==> src/rtl/gradient_stream_3x3.sv <==
// Streaming 3x3 central-difference gradient engine (Gx/Gy) with border flags and end-of-frame drain.
// Optional GRAD_MAG_EN adds the registered grad_mag = |gx|+|gy| output.
module gradient_stream_3x3 #(
    parameter int unsigned DATA_W = 8,
    parameter int unsigned IMG_W  = 64,
    parameter int unsigned IMG_H  = 64
) (
    input  logic                clk,
    input  logic                rst_n,
    input  logic [DATA_W-1:0]   pix_in,
    input  logic                pix_valid,
    output logic                pix_ready,
    output logic [DATA_W:0]     gx_out,
    output logic [DATA_W:0]     gy_out,
    output logic                grad_valid,
    output logic                grad_border,
    output logic                grad_sof,
`ifdef GRAD_MAG_EN
    output logic                grad_eol,
    output logic [DATA_W+1:0]   grad_mag
`else
    output logic                grad_eol
`endif
);

    localparam int unsigned GW = DATA_W + 1;
    localparam int unsigned CW = $clog2(IMG_W);
    localparam int unsigned RW = $clog2(IMG_H);
    localparam int unsigned NW = $clog2(IMG_W * IMG_H);
    localparam int unsigned FW = $clog2(IMG_W + 1);

    typedef enum logic [1:0] {
        FILL  = 2'd0,
        RUN   = 2'd1,
        FLUSH = 2'd2
    } state_t;

    state_t              state;
    state_t              state_nxt;

    logic [NW-1:0]       in_cnt;
    logic [FW-1:0]       flush_cnt;
    logic [CW-1:0]       wr_col;
    logic [CW-1:0]       out_col;
    logic [RW-1:0]       out_row;

    logic [DATA_W-1:0]   lb0 [IMG_W];
    logic [DATA_W-1:0]   lb1 [IMG_W];

    logic [DATA_W-1:0]   bot_d1;
    logic [DATA_W-1:0]   mid_d1;
    logic [DATA_W-1:0]   mid_d2;
    logic [DATA_W-1:0]   top_d1;

    logic                push_c;
    logic                emit_c;
    logic [DATA_W-1:0]   push_pix_c;
    logic [DATA_W-1:0]   tap1_c;
    logic [DATA_W-1:0]   tap2_c;
    logic [GW-1:0]       gx_c;
    logic [GW-1:0]       gy_c;
    logic                border_c;
    logic                in_last_fill_c;
    logic                in_last_frame_c;
    logic                flush_last_c;

    assign in_last_fill_c  = (in_cnt == NW'(IMG_W));
    assign in_last_frame_c = (in_cnt == NW'(IMG_W * IMG_H - 1));
    assign flush_last_c    = (flush_cnt == FW'(IMG_W));

    // State register
    always_ff @(posedge clk or negedge rst_n) begin
        if (!rst_n) begin
            state <= FILL;
        end else begin
            state <= state_nxt;
        end
    end

    // Next-state logic
    always_comb begin
        state_nxt = state;
        case (state)
            FILL:    if (pix_valid && in_last_fill_c)  state_nxt = RUN;
            RUN:     if (pix_valid && in_last_frame_c) state_nxt = FLUSH;
            FLUSH:   if (flush_last_c)                 state_nxt = FILL;
            default: state_nxt = FILL;
        endcase
    end

    // Per-state push/emit decode; FLUSH pushes zeros without consuming input
    always_comb begin
        push_c     = 1'b0;
        emit_c     = 1'b0;
        push_pix_c = '0;
        case (state)
            FILL: begin
                push_c     = pix_valid;
                push_pix_c = pix_in;
            end
            RUN: begin
                push_c     = pix_valid;
                emit_c     = pix_valid;
                push_pix_c = pix_in;
            end
            FLUSH: begin
                push_c = 1'b1;
                emit_c = 1'b1;
            end
            default: begin
                push_c = 1'b0;
            end
        endcase
    end

    // Counters and ready flag
    always_ff @(posedge clk or negedge rst_n) begin
        if (!rst_n) begin
            in_cnt    <= '0;
            flush_cnt <= '0;
            wr_col    <= '0;
            out_col   <= '0;
            out_row   <= '0;
            pix_ready <= 1'b1;
        end else begin
            pix_ready <= (state_nxt != FLUSH);
            if (state == FLUSH) begin
                in_cnt    <= '0;
                flush_cnt <= flush_last_c ? '0 : flush_cnt + FW'(1);
            end else begin
                flush_cnt <= '0;
                if (pix_valid) begin
                    in_cnt <= in_cnt + NW'(1);
                end
            end
            if (push_c) begin
                wr_col <= (wr_col == CW'(IMG_W - 1)) ? '0 : wr_col + CW'(1);
            end
            if (emit_c) begin
                if (out_col == CW'(IMG_W - 1)) begin
                    out_col <= '0;
                    out_row <= (out_row == RW'(IMG_H - 1)) ? '0 : out_row + RW'(1);
                end else begin
                    out_col <= out_col + CW'(1);
                end
            end
        end
    end

    // Line buffers: lb0 delays by one line, lb1 by two; contents need no reset
    assign tap1_c = lb0[wr_col];
    assign tap2_c = lb1[wr_col];

    always_ff @(posedge clk) begin
        if (push_c) begin
            lb0[wr_col] <= push_pix_c;
            lb1[wr_col] <= tap1_c;
        end
    end

    // Window taps around the centre pixel (push index - IMG_W - 1)
    always_ff @(posedge clk or negedge rst_n) begin
        if (!rst_n) begin
            bot_d1 <= '0;
            mid_d1 <= '0;
            mid_d2 <= '0;
            top_d1 <= '0;
        end else if (push_c) begin
            bot_d1 <= push_pix_c;
            mid_d1 <= tap1_c;
            mid_d2 <= mid_d1;
            top_d1 <= tap2_c;
        end
    end

    assign gx_c     = GW'(tap1_c) - GW'(mid_d2);
    assign gy_c     = GW'(bot_d1) - GW'(top_d1);
    assign border_c = (out_row == '0) || (out_row == RW'(IMG_H - 1)) ||
                      (out_col == '0) || (out_col == CW'(IMG_W - 1));

`ifdef GRAD_MAG_EN
    logic [GW-1:0]     abs_gx_c;
    logic [GW-1:0]     abs_gy_c;
    logic [DATA_W+1:0] mag_c;

    assign abs_gx_c = gx_c[GW-1] ? (GW'(0) - gx_c) : gx_c;
    assign abs_gy_c = gy_c[GW-1] ? (GW'(0) - gy_c) : gy_c;
    assign mag_c    = (DATA_W+2)'(abs_gx_c) + (DATA_W+2)'(abs_gy_c);
`endif

    // Output register: results and flags only alongside grad_valid
    always_ff @(posedge clk or negedge rst_n) begin
        if (!rst_n) begin
            gx_out      <= '0;
            gy_out      <= '0;
            grad_valid  <= 1'b0;
            grad_border <= 1'b0;
            grad_sof    <= 1'b0;
            grad_eol    <= 1'b0;
`ifdef GRAD_MAG_EN
            grad_mag    <= '0;
`endif
        end else begin
            grad_valid  <= emit_c;
            grad_border <= emit_c && border_c;
            grad_sof    <= emit_c && (out_row == '0) && (out_col == '0);
            grad_eol    <= emit_c && (out_col == CW'(IMG_W - 1));
            gx_out      <= (emit_c && !border_c) ? gx_c : '0;
            gy_out      <= (emit_c && !border_c) ? gy_c : '0;
`ifdef GRAD_MAG_EN
            grad_mag    <= (emit_c && !border_c) ? mag_c : '0;
`endif
        end
    end

endmodule

==> config.mk <==
export PLATFORM = sky130hd
export DESIGN_NAME = gradient_stream_3x3
export DESIGN_NICKNAME = d
export VERILOG_FILES = /design/src/rtl/gradient_stream_3x3.sv
export SDC_FILE = /design/constraint.sdc
export NUM_CORES = 1
export LEC_CHECK = 0
export CORE_ASPECT_RATIO = 0.5
export CORE_MARGIN = 2
export CORE_UTILIZATION = 35
export CTS_CLUSTER_DIAMETER = 200
export DETAILED_ROUTE_END_ITERATION = 10
export PLACE_DENSITY = 0.51
export SETUP_SLACK_MARGIN = 0.15
export SLEW_MARGIN = 20
export SYNTH_ARGS = -nofsm -noshare
export SYNTH_HDL_FRONTEND = slang
export SYNTH_SLANG_ARGS = --single-unit
==> constraint.sdc <==
create_clock -name clk -period 6.2 [get_ports clk]
set_input_delay 0.93 -clock clk [delete_from_list [all_inputs] [get_ports clk]]
set_output_delay 0.93 -clock clk [all_outputs]
set_load 0.03 [all_outputs]
==> flow_metrics.py <==
metrics = {
    "run_status": {
        "outcome": "completed",
    },
    "routing": {
        "viasPerCell": 5.64,
        "post-route-drc-count": 0,
        "first_pass_iters": 5,
        "route.antenna.remaining_nets": 0,
        "drt_iter0_markers": 3310,
        "vias": 25037,
        "wirelength_um": 137000,
        "wl_per_cell_um": 30.8,
    },
    "synthesis": {
        "yosysWarnings": 0,
        "syn_inst": 2532,
        "synthTopCellsByArea": "edfxtp_1, dfrtp_1, mux4_2",
        "synth.top_cell.area_share_pct": 69.2,
        "synth_most_common_cell": "edfxtp_1",
        "synth.avg_cell_area_sq_um": 17.5,
        "syn_nets": 2575,
        "synth_edf_count": 1024,
        "netlist-cell-type-count": 77,
        "syn_area_sq_um": 44400,
        "synthFlopType": "edfxtp_1",
        "yosysTopAreaCell": "edfxtp_1",
        "ys_async_sr_fraction_pct": 8.41,
        "synth-seq-cells": 1118,
        "synth_seq_area_share_pct": 74.5,
        "synth_commonest_cells": "edfxtp_1, nor2_1, mux2i_1",
    },
    "placement": {
        "dp_hpwl_um": 83400,
        "post-place-ws_ns": 1.18,
        "portBuffers": 33,
        "finalWeightedCongestion": 0.865,
    },
    "worst_setup_path": {
        "cp_common_cell": "buf_4",
        "worstSetupPathType": "flip-flop to flip-flop",
        "crit_family": "simple AND/OR/NAND/NOR gates",
        "crit_required_ns": 6.82,
        "end_kind": "flip-flop",
        "cp.arrival_ns": 5.91,
        "path_max_fanout": 35,
        "rr_startpoint": "wr_col[2]$_DFFE_PN0P_",
        "r2r_slack_ns": 0.91,
        "cp_cell_sequence": "buf_4 > buf_4 > mux4_2 > a22o_1 > nor4_1 > nand4_1 > ha_1 > a21boi_0 > o21a_1 > o41ai_1 > mux2i_1",
        "timing.rr.end": "gx_out[7]$_DFF_PN0_",
        "cp_slowest_cell": "dfrtp_4",
        "r2r_cells": 11,
        "critPathLaunchType": "flip-flop",
        "crit_buf_inv": 2,
        "critical-path-max-stage-delay_ns": 0.83,
    },
    "finish": {
        "drive_above_1_share_pct": 19.8,
        "diodes": 0,
        "area_growth_pct": 14.0,
        "nets": 2706,
    },
    "clocking": {
        "cts_resized": 0,
        "cts_tree": "done",
        "clockBufferDepth": 3,
        "path_clk_slew_ns": 0.07,
        "cts.sinks": 1118,
        "postCtsSetupRepairBufs": 0,
        "cts_buffers": 104,
        "cts_root_buffer": "clkbuf_16",
        "clock_latency_ns": 0.71,
        "cts_hold_buf": 0,
        "cts-htree-levels": 3,
    },
    "sta": {
        "skew_ns": 0.0338,
        "period_needed_ns": 5.29,
        "relSlewSlack_pct": 22.5,
        "min_period_over_period_pct": 85.4,
        "worst_pin_slew_ns": 1.16,
        "grt_setup_unrepaired": "false",
        "finalMaxSlewViolations": 0,
        "final-hold-violation-count": 0,
        "fin_ws_ns": 0.907,
        "setup_viol": 0,
        "setup_tns_ns": 0,
        "fmax_mhz": 189,
    },
    "pwr": {
        "pwr-share-clk_pct": 26.1,
        "vdd_ir_drop_max_mv": 0.467,
        "swShare_pct": 35.7,
        "power.leakage_nw": 16.7,
        "power.density_nw_per_um2": 473,
        "p_sw_w": 0.00854,
        "internal_power_w": 0.0154,
        "p_seq_share_pct": 42.6,
        "combPwrFrac_pct": 31.3,
    },
    "hold_path": {
        "hold_path.class": "input port to asynchronous set/reset pin",
    },
    "die": {
        "io_pins": 34,
        "fp.dieArea_sq_um": 130000,
        "die_y_um": 256,
        "start_util_pct": 35.3,
        "rows": 92,
        "core_sq_um": 126000,
        "die_w_um": 508,
    },
    "global_routing": {
        "grt_pass1_wl_um": 191000,
        "groute.usage.overall_pct": 20.8,
        "overflow": 0,
        "grt_max_degree": 83,
        "antenna_found_initial": 1,
        "grt_pass1_vias": 23952,
    },
    "run": {
        "drv_cap": 0,
    },
}
through the flow:
step           instances  util, %  power (W)  area (sq um)  hold slack, ns
2_1_floorplan       2532        -     0.0143         44400           0.442
3_3_place_gp        4248     37.6     0.0177         47300           0.463
3_5_place_dp        4249     37.6     0.0178         47400           0.473
4_1_cts             4439     40.2     0.0240         50600           0.239
5_1_grt             4439     40.2     0.0247         50600           0.271
6_report            4439     40.2     0.0239         50600           0.255
metal layers:
metal  part of all wire, %  routed length [um]  global-route usage (%)  up-vias
li1                      -                   -                       -    10446
met1                    45               60900                    31.2    13231
met2                    44               60100                    30.4     1169
met3                   9.1               12500                    4.68      191
met4                   2.4                3340                    5.43        0
met5                     0                   0                       0        -
kinds of logic after synthesis:
group / share of synthesized area [%]
compound gates: 7.39
xor+xnor: 0.533
fa+ha+maj: 0.936
buf+inv: 2.14
flops: 74.5
mux: 10.3
simple gates: 4.17
power groups by stage:
stage	clock network, W	registers [W]	logic [W]
final	0.00626	0.0102	0.00749
after global routing	0.00665	0.0102	0.00785
after CTS	0.00636	0.0102	0.00746
after detailed placement	0	0.0104	0.00745
after global placement	0	0.0103	0.00736
after floorplan	0	0.0102	0.00414
cell usage in the layout, fill, tap and decap left out, drive strengths merged, types with 11 or more instances in the layout:
| cell type | instances |
|---|---|
| nand2 | 85 |
| a221o | 26 |
| mux2i | 133 |
| a22o | 16 |
| o21ai | 63 |
| ha | 30 |
| mux2 | 89 |
| a31oi | 14 |
| a211oi | 11 |
| mux4 | 99 |
| xnor2 | 17 |
| clkdlybuf4s50 | 32 |
| edfxtp | 1024 |
| nand2b | 14 |
| and3 | 15 |
| clkinv | 46 |
| a22oi | 62 |
| nor2 | 151 |
| a21oi | 59 |
| o22ai | 45 |
| inv | 48 |
| buf | 142 |
| nand3 | 32 |
| a221oi | 64 |
| nor2b | 21 |
| clkbuf | 124 |
| dfrtp | 93 |
how the worst max path moves through the flow:
stage	from	to	slack (ns)	depth (start not counted)
after CTS	wr_col[2]$_DFFE_PN0P_	gx_out[7]$_DFF_PN0_	1.14	11
after floorplan	wr_col[1]$_DFFE_PN0P_	gx_out[7]$_DFF_PN0_	0.98	14
final	wr_col[2]$_DFFE_PN0P_	gx_out[7]$_DFF_PN0_	0.91	11
after global placement	wr_col[2]$_DFFE_PN0P_	gx_out[8]$_DFF_PN0_	1.10	12
after global routing	wr_col[2]$_DFFE_PN0P_	gx_out[7]$_DFF_PN0_	0.91	11
after detailed placement	wr_col[2]$_DFFE_PN0P_	gx_out[7]$_DFF_PN0_	1.18	11
layout make-up:
cell class,instances,area (sq um)
timing repair buffer,174,1410
multi-input combinational,1221,10600
tap,1692,2120
clock inverter,66,538
sequential,1118,33100
inverter,44,165
clock buffer,124,2720
fill,11372,75300
state kept, by name, summed over array words and instances, names as in the netlist, 2 cells and up:
signal	flops
gx_out	9
lb1	512
out_col	6
mid_d2	8
top_d1	8
gy_out	9
state	2
lb0	512
bot_d1	8
out_row	6
in_cnt	12
mid_d1	8
wr_col	6
flush_cnt	7
Power figures use the tool's default switching activity.
